## src/rtl/puf_eval_ctrl.sv

```systemverilog
// puf_eval_ctrl: sequencer for one arbiter-PUF race path.
// Per accepted request it latches a challenge, runs N_EVAL
// reset/settle/launch/capture rounds on the arbiter, majority-votes the
// captured bits into one response bit, and flags stability and timeout.
//
// Ports:
//   clk, rst_n       system clock, asynchronous active-low reset
//   start            request, sampled only while idle
//   challenge        challenge word, latched on an accepted start
//   busy             high from the cycle after acceptance until idle again
//   puf_challenge    registered challenge to the delay-chain selects
//   arb_rst          arbiter reset (active-high)
//   launch           race launch into both chains
//   arb_done         arbiter done (asynchronous to clk)
//   arb_result       arbiter winner, 1 = path a (asynchronous to clk)
//   resp_valid       one-cycle pulse marking a completed request
//   resp_bit         majority-voted response
//   resp_stable      all evaluations agreed
//   ones_cnt         number of 1 results in the last request
//   timeout_err      last request aborted on timeout / arbiter not cleared
module puf_eval_ctrl #(
  parameter int CHAL_W      = 64,
  parameter int N_EVAL      = 7,
  parameter int RST_CYC     = 2,
  parameter int SETTLE_CYC  = 4,
  parameter int TIMEOUT_CYC = 16,
  parameter int CW          = $clog2(N_EVAL + 1)
) (
  input  logic              clk,
  input  logic              rst_n,
  input  logic              start,
  input  logic [CHAL_W-1:0] challenge,
  output logic              busy,
  output logic [CHAL_W-1:0] puf_challenge,
  output logic              arb_rst,
  output logic              launch,
  input  logic              arb_done,
  input  logic              arb_result,
  output logic              resp_valid,
  output logic              resp_bit,
  output logic              resp_stable,
  output logic [CW-1:0]     ones_cnt,
  output logic              timeout_err
);

  // One shared counter serves RST, SETTLE and the WAIT timeout.
  localparam int MAX_A = (RST_CYC > SETTLE_CYC) ? RST_CYC : SETTLE_CYC;
  localparam int MAX_C = (MAX_A > TIMEOUT_CYC) ? MAX_A : TIMEOUT_CYC;
  localparam int CNT_W = $clog2(MAX_C + 1);

  typedef enum logic [2:0] {
    S_IDLE,
    S_RST,
    S_SETTLE,
    S_LAUNCH,
    S_WAIT,
    S_DONE
  } state_t;

  state_t          state;
  logic [1:0]      done_sync;
  logic [1:0]      result_sync;
  logic            done_s;
  logic            result_s;
  logic [CNT_W-1:0] cnt;
  logic [CW-1:0]   eval_cnt;
  logic [CW-1:0]   acc;
  logic [CW-1:0]   acc_inc;
  logic [CW-1:0]   eval_inc;

  assign done_s   = done_sync[1];
  assign result_s = result_sync[1];

  always_comb begin
    acc_inc  = acc + CW'(result_s);
    eval_inc = eval_cnt + CW'(1);
  end

  // Two-flop synchronizers; nothing downstream looks at the raw inputs.
  always_ff @(posedge clk or negedge rst_n) begin
    if (!rst_n) begin
      done_sync   <= '0;
      result_sync <= '0;
    end else begin
      done_sync   <= {done_sync[0], arb_done};
      result_sync <= {result_sync[0], arb_result};
    end
  end

  // Outputs are registered and updated on state transitions so each
  // output reflects the state it belongs to in the same cycle.
  always_ff @(posedge clk or negedge rst_n) begin
    if (!rst_n) begin
      state         <= S_IDLE;
      cnt           <= '0;
      eval_cnt      <= '0;
      acc           <= '0;
      busy          <= 1'b0;
      puf_challenge <= '0;
      arb_rst       <= 1'b1;
      launch        <= 1'b0;
      resp_valid    <= 1'b0;
      resp_bit      <= 1'b0;
      resp_stable   <= 1'b0;
      ones_cnt      <= '0;
      timeout_err   <= 1'b0;
    end else begin
      case (state)
        S_IDLE: begin
          arb_rst <= 1'b1;
          launch  <= 1'b0;
          if (start) begin
            puf_challenge <= challenge;
            eval_cnt      <= '0;
            acc           <= '0;
            timeout_err   <= 1'b0;
            cnt           <= '0;
            busy          <= 1'b1;
            state         <= S_RST;
          end
        end

        S_RST: begin
          if (cnt == CNT_W'(RST_CYC - 1)) begin
            cnt     <= '0;
            arb_rst <= 1'b0;
            state   <= S_SETTLE;
          end else begin
            cnt <= cnt + CNT_W'(1);
          end
        end

        S_SETTLE: begin
          if (cnt == CNT_W'(SETTLE_CYC - 1)) begin
            cnt    <= '0;
            launch <= 1'b1;
            state  <= S_LAUNCH;
          end else begin
            cnt <= cnt + CNT_W'(1);
          end
        end

        S_LAUNCH: begin
          cnt <= '0;
          // A done already present here means the arbiter never cleared;
          // abort the request the same way as a timeout.
          if (done_s) begin
            launch      <= 1'b0;
            arb_rst     <= 1'b1;
            timeout_err <= 1'b1;
            resp_valid  <= 1'b1;
            resp_bit    <= 1'b0;
            resp_stable <= 1'b0;
            ones_cnt    <= acc;
            state       <= S_DONE;
          end else begin
            state <= S_WAIT;
          end
        end

        S_WAIT: begin
          cnt <= cnt + CNT_W'(1);
          // Timeout fires when the incremented count reaches TIMEOUT_CYC-1,
          // so launch (LAUNCH + WAIT) is high for TIMEOUT_CYC cycles.
          if (done_s) begin
            launch   <= 1'b0;
            arb_rst  <= 1'b1;
            acc      <= acc_inc;
            eval_cnt <= eval_inc;
            cnt      <= '0;
            if (eval_inc == CW'(N_EVAL)) begin
              resp_valid  <= 1'b1;
              ones_cnt    <= acc_inc;
              resp_bit    <= (acc_inc > CW'(N_EVAL / 2));
              resp_stable <= (acc_inc == '0) || (acc_inc == CW'(N_EVAL));
              state       <= S_DONE;
            end else begin
              state <= S_RST;
            end
          end else if (cnt == CNT_W'(TIMEOUT_CYC - 2)) begin
            launch      <= 1'b0;
            arb_rst     <= 1'b1;
            timeout_err <= 1'b1;
            resp_valid  <= 1'b1;
            resp_bit    <= 1'b0;
            resp_stable <= 1'b0;
            ones_cnt    <= acc;
            state       <= S_DONE;
          end
        end

        S_DONE: begin
          resp_valid <= 1'b0;
          busy       <= 1'b0;
          arb_rst    <= 1'b1;
          launch     <= 1'b0;
          state      <= S_IDLE;
        end

        default: begin
          state   <= S_IDLE;
          busy    <= 1'b0;
          arb_rst <= 1'b1;
          launch  <= 1'b0;
        end
      endcase
    end
  end

endmodule

```

## config.mk

```make
export PLATFORM = sky130hd
export DESIGN_NAME = puf_eval_ctrl
export DESIGN_NICKNAME = d
export VERILOG_FILES = /design/src/rtl/puf_eval_ctrl.sv
export SDC_FILE = /design/constraint.sdc
export NUM_CORES = 1
export LEC_CHECK = 0
export ABC_AREA = 0
export CAP_MARGIN = 5
export CORE_ASPECT_RATIO = 0.9
export CORE_MARGIN = 4
export CORE_UTILIZATION = 45
export CTS_CLUSTER_SIZE = 14
export DETAILED_ROUTE_END_ITERATION = 10
export HOLD_SLACK_MARGIN = 0.12
export PLACE_DENSITY = 0.81
export SYNTH_ARGS = -nofsm -noshare
export SYNTH_HDL_FRONTEND = slang
export SYNTH_SLANG_ARGS = --single-unit
```

## constraint.sdc

```tcl
create_clock -name clk -period 1.8 [get_ports clk]
set_input_delay 0.36 -clock clk [delete_from_list [all_inputs] [get_ports clk]]
set_output_delay 0.36 -clock clk [all_outputs]
set_load 0.02 [all_outputs]
```

==> Word level (Yosys, flattened, before mapping) <==
Index checks and enable logic that the tools add are counted.
{ "classes": {"n_addsub": 3, "n_lt_le_gt_ge": 1, "n_eq_ne": 19, "n_mux": 47, "bitwise_logic": 3, "reduce_logical": 19} }
{ "op_table": {"columns": ["op", "count"], "rows": [
  ["$mux W3", 13],
  ["$pmux W5 S5", 1],
  ["$mux W5", 4],
  ["$reduce_and A4 Y1", 5],
  ["$mux W1", 18],
  ["$pmux W3 S2", 3],
  ["$pmux W3 S5", 1],
  ["$ne A2 B2 Y1 const B", 7],
  ["$eq A3 B3 Y1 const B", 4],
  ["$pmux W1 S4", 2],
  ["$eq A3 B2 Y1 const B", 2],
  ["$logic_not A3 Y1", 2],
  ["$ne A3 B3 Y1 const B", 2],
  ["$pmux W1 S2", 3],
  ["$pmux W1 S3", 2],
  ["$reduce_and A2 Y1", 3],
  ["$reduce_bool A3 Y1", 2],
  ["$add A5 B1 Y5 const B", 1],
  ["$eq A5 B1 Y1 const B", 1],
  ["$eq A5 B2 Y1 const B", 1],
  ["$eq A5 B4 Y1 const B", 1],
  ["$reduce_and A5 Y1", 1],
  ["$reduce_bool A5 Y1", 1],
  ["$reduce_bool A2 Y1", 2],
  ["8 further kinds", 10]
]} }
{ "totals": {"reg_bits": 92, "in_bits": 69, "out_inout_bits": 74, "word_cells": 107} }

==> Longest topological paths before layout <==
{ "logic_depth": {"ltp_word": 6, "ltp_mapped": 6, "ltp_nobuf": 6} }

==> Worst setup path before layout <==
Ideal clock, no wire load.
{ "synth_timing": {"path_kind": "register to register", "start": "reg eval_cnt[0]", "end": "reg ones_cnt[0]", "setup_ns": 0.125, "arrival_time_ns": 1.553, "required_time_ns": 1.675, "path_slack_ns": 0.123, "stages_incl_launch_ff": 6, "path_buffers": 0, "period_less_slack_ns": 1.677, "path_cell_list": "dfrtp_1 > ha_1 > xnor2_1 > o22ai_2 > a31oi_2 > mux2_2"} }
{ "synth_via": {"elab_chain_cells": 4} }
{ "synth_rtl": {"columns": ["element", "line", "rtl"], "rows": [
  ["start: declaration", "66", "logic [CW-1:0] eval_cnt;"],
  ["start signal: assignment", "169", "eval_cnt <= eval_inc;"],
  ["$add A3 B1 Y3", "76", "eval_inc = eval_cnt + CW'(1);"],
  ["$eq A3 B3 Y1", "171", "if (eval_inc == CW'(N_EVAL)) begin"],
  ["$ne A3 B3 Y1 (no source line)", null, null],
  ["$reduce_and A4 Y1 (no source line)", null, null],
  ["end signal: assignment", "173", "ones_cnt <= acc_inc;"],
  ["end: declaration", "42", "output logic [CW-1:0] ones_cnt,"]
]} }
Every way passes these cells.
A chain may end at the register's enable or synchronous reset.

==> Worst setup path in the final report <==
{ "layout_timing": {"start": "reg puf_challenge[55]", "end": "out puf_challenge[55]"} }
{ "layout_lines": {"columns": ["element", "line", "rtl"], "rows": [
  ["start: declaration", "34", "output logic [CHAL_W-1:0] puf_challenge,"],
  ["start signal: assignment", "113", "puf_challenge <= challenge;"]
]} }
No word-level cell between the ends.

==> reports/metrics.cfg <==
[outcome]
status=complete, no violations

[clocking]
clock_sinks=92
cts_inserted_buffers=9
clk_latency_ns=0.35
post_cts_buffers=0
cts_tree=yes
cts_buffer_depth=2
path_clk_slew_ns=0.09
root_buffer=clkbuf_8
htree_levels=3

[worst_setup_path]
reg2reg_from=eval_cnt[0]
startpoint_type=flop
r2r_cells=5
required_ns=1.44
path_buf_inv=1
worst_path_max_delay_cell=clkdlybuf4s50_1
critical_path_class=flop to primary output
crit_family=buffers and inverters
critPathMaxFanout=2
reg2reg_slack_ns=0.09
cp.arrival_ns=1.38
cp_slowest_stage_delay_ns=0.65
cp_cell_sequence=clkdlybuf4s50_1
cp-end-kind=primary output
r2r-end=ones_cnt[2]

[timing]
min_period_ns=1.74
fin_crit_sh_pct=96.4
rsz0062_at_grt=false
max-slew-margin-rel_pct=70.5
hold_viol_final=0
fmax_mhz=576
fin_skew_ns=0.00708
slew_viol_final=0
tightestPinTransition_ns=0.443
setup_ws_ns=0.0646
setup_violations=0

[pwr]
p_per_area_nw_per_um2=1690
ir_worst_vdd_uv=1060
power_leakage_nw=2.52
power_w=0.00990

[floorplan]
boundaryPins=143
initial_utilization_pct=46.0
rows=32
die_area_um2=10300
core_um2=8530
die_y_um=96.5
die_w_um=106

[synthesis]
synthArstFlopShare_pct=100
synth_top_cell_area_share_pct=58.1
syn_inst=292
synth_edf_count=0
synth.avg_cell_area_um2=13.4
synth_area_leaders=dfrtp_1, mux2_2, mux2_1
synth_seq_cells=92
seq_area_frac_synth_pct=58.8
synth_ff_type=dfrtp_1
synth_area_leader_cell=dfrtp_1
yosys_warnings=0
syn_area_um2=3920
synth_nets=368
synth_cell_types=44

[final_layout]
nets=533
syn_to_final_growth_pct=49.8
fill_cells=598
diodes=0
drive_gt1_share_pct=24.2
postLayoutCoreUtil_pct=68.8

[drt]
dr.pass1.iters=4
drt_iter0_drc=79
final_antenna_net_count=0
dr_total_vias=2897
postRouteWirelength_um=9620
drcViolationCount=0
vias_per_cell=4.99
wl_per_cell_um=16.6

[worst_hold_path]
min_from=done_sync[0]
hold_path.class=flop to flop
whs_path_depth=0
hold_end=done_sync[1]

[grt]
grt_pass1_vias=3091
grt_pass1_wl_um=15300
overflow=0
antenna_found_initial=0
grt_usage_pct=19.1
grt_start_max_net_pins=53

[placement]
gp_congestion=0.737
portBuffers=142
preCtsSetupSlack_ns=-0.102
hpwlAfterDp_um=7350

[flow_run]
maxCapViolCount=0

-- placed cells by master, fill, tap and decap left out, drive strengths merged, types with 3 or more instances in the layout --
cell type      synthesis  routed
nor2b                  3       3
buf                   12      25
clkbuf                 1      11
nand3                  5       5
inv                    6       6
clkinvlp               0       5
dfrtp                 91      91
o21ai                 15      15
nor2                  13      13
o22ai                  4       4
nor4b                  4       4
nand2                 27      27
ha                     7       7
a21oi                  7       7
mux2                  68      68
mux2i                  3       3
clkdlybuf4s50          0     139
-- synth_stat cells, types with 2 or more instances --
| master | n |
|---|---|
| buf_6 | 2 |
| mux2i_1 | 3 |
| nor4b_2 | 4 |
| xnor2_1 | 2 |
| nand2b_1 | 2 |
| dfrtp_1 | 91 |
| mux2_1 | 12 |
| mux2_2 | 56 |
| nor2_1 | 11 |
| nor3_1 | 2 |
| nand2_1 | 27 |
| a22o_1 | 2 |
| ha_1 | 7 |
| o22ai_1 | 3 |
| buf_2 | 5 |
| o21ai_0 | 14 |
| inv_1 | 6 |
| buf_4 | 5 |
| nor2b_1 | 3 |
| nand3_1 | 5 |
| a21oi_1 | 7 |
-- cell families (layout without fill, tap and decap cells) --
| group | after synthesis | after routing | synth area share [%] |
|---|---|---|---|
| adder cells (fa/ha/maj) | 7 | 7 | 2.23 |
| AND/OR/NAND/NOR | 65 | 65 | 9.48 |
| buffers and inverters | 19 | 189 | 2.84 |
| flip-flops | 92 | 92 | 58.8 |
| multiplexers | 71 | 71 | 20.3 |
| XOR/XNOR | 3 | 3 | 0.671 |
| AO/OA/AOI/OAI | 35 | 35 | 5.68 |
-- cell type report --
cell class | count | area (um^2) | share of cell area [%]
Clock inverter | 5 | 37.5 | 0.639
Clock buffer | 11 | 141 | 2.41
Tap cell | 119 | 149 | 2.54
Multi-Input combinational cell | 181 | 1540 | 26.3
Timing Repair Buffer | 167 | 1670 | 28.5
Inverter | 6 | 22.5 | 0.384
Sequential cell | 92 | 2300 | 39.3
-- worst max path at each step --
stage | start | to | slack [ns] | cells after the start
final | puf_challenge[55] | puf_challenge[55] | 0.06 | 1
after global routing | puf_challenge[43] | puf_challenge[43] | 0.007 | 1
after CTS | puf_challenge[55] | puf_challenge[55] | 0.03 | 1
after detailed placement | start | puf_challenge[22] | -0.10 | 5
after global placement | start | puf_challenge[23] | -0.09 | 5
after floorplan | eval_cnt[0] | ones_cnt[0] | 0.12 | 5
-- power breakdown --
group / internal (W) / switching [W]
registers: 0.00295 / 0.000586
logic: 0.00272 / 0.00237
clock network: 0.000540 / 0.000725
total: 0.00622 / 0.00368
-- routing by layer --
metal	global-route usage, %	wire length, um	part of all wire [%]
met1	22.0	3910	41
met2	31.1	4610	48
met3	9.57	972	10
met4	6.47	127	1.3
met5	0	0	0
-- timing repair --
action | CTS | global route
endpoints found under the hold margin | 25 | 0
pin swaps | 0 | 0
hold buffers | 1 | 0
gates resized for setup | 2 | 5
setup endpoints to repair | 4 | 5
-- flip-flops by register name, indices dropped and copies added (netlist names) --
signal,count
result_sync,2
done_sync,2
launch,1
cnt,5
eval_cnt,3
busy,1
timeout_err,1
resp_valid,1
acc,3
resp_bit,1
resp_stable,1
ones_cnt,3
puf_challenge,64
arb_rst,1
state,3
-- metrics by stage --
stage,area [um^2],setup TNS [ns],hold WS (ns),cells
finish,5870,0,0.350,581
global route,5870,0,0.364,581
CTS,5850,0,0.355,581
detailed placement,5650,-4.87,0.297,564
global placement,5650,-5.01,0.296,564
floorplan,3920,0,0.0644,292
Power figures use the tool's default switching activity.
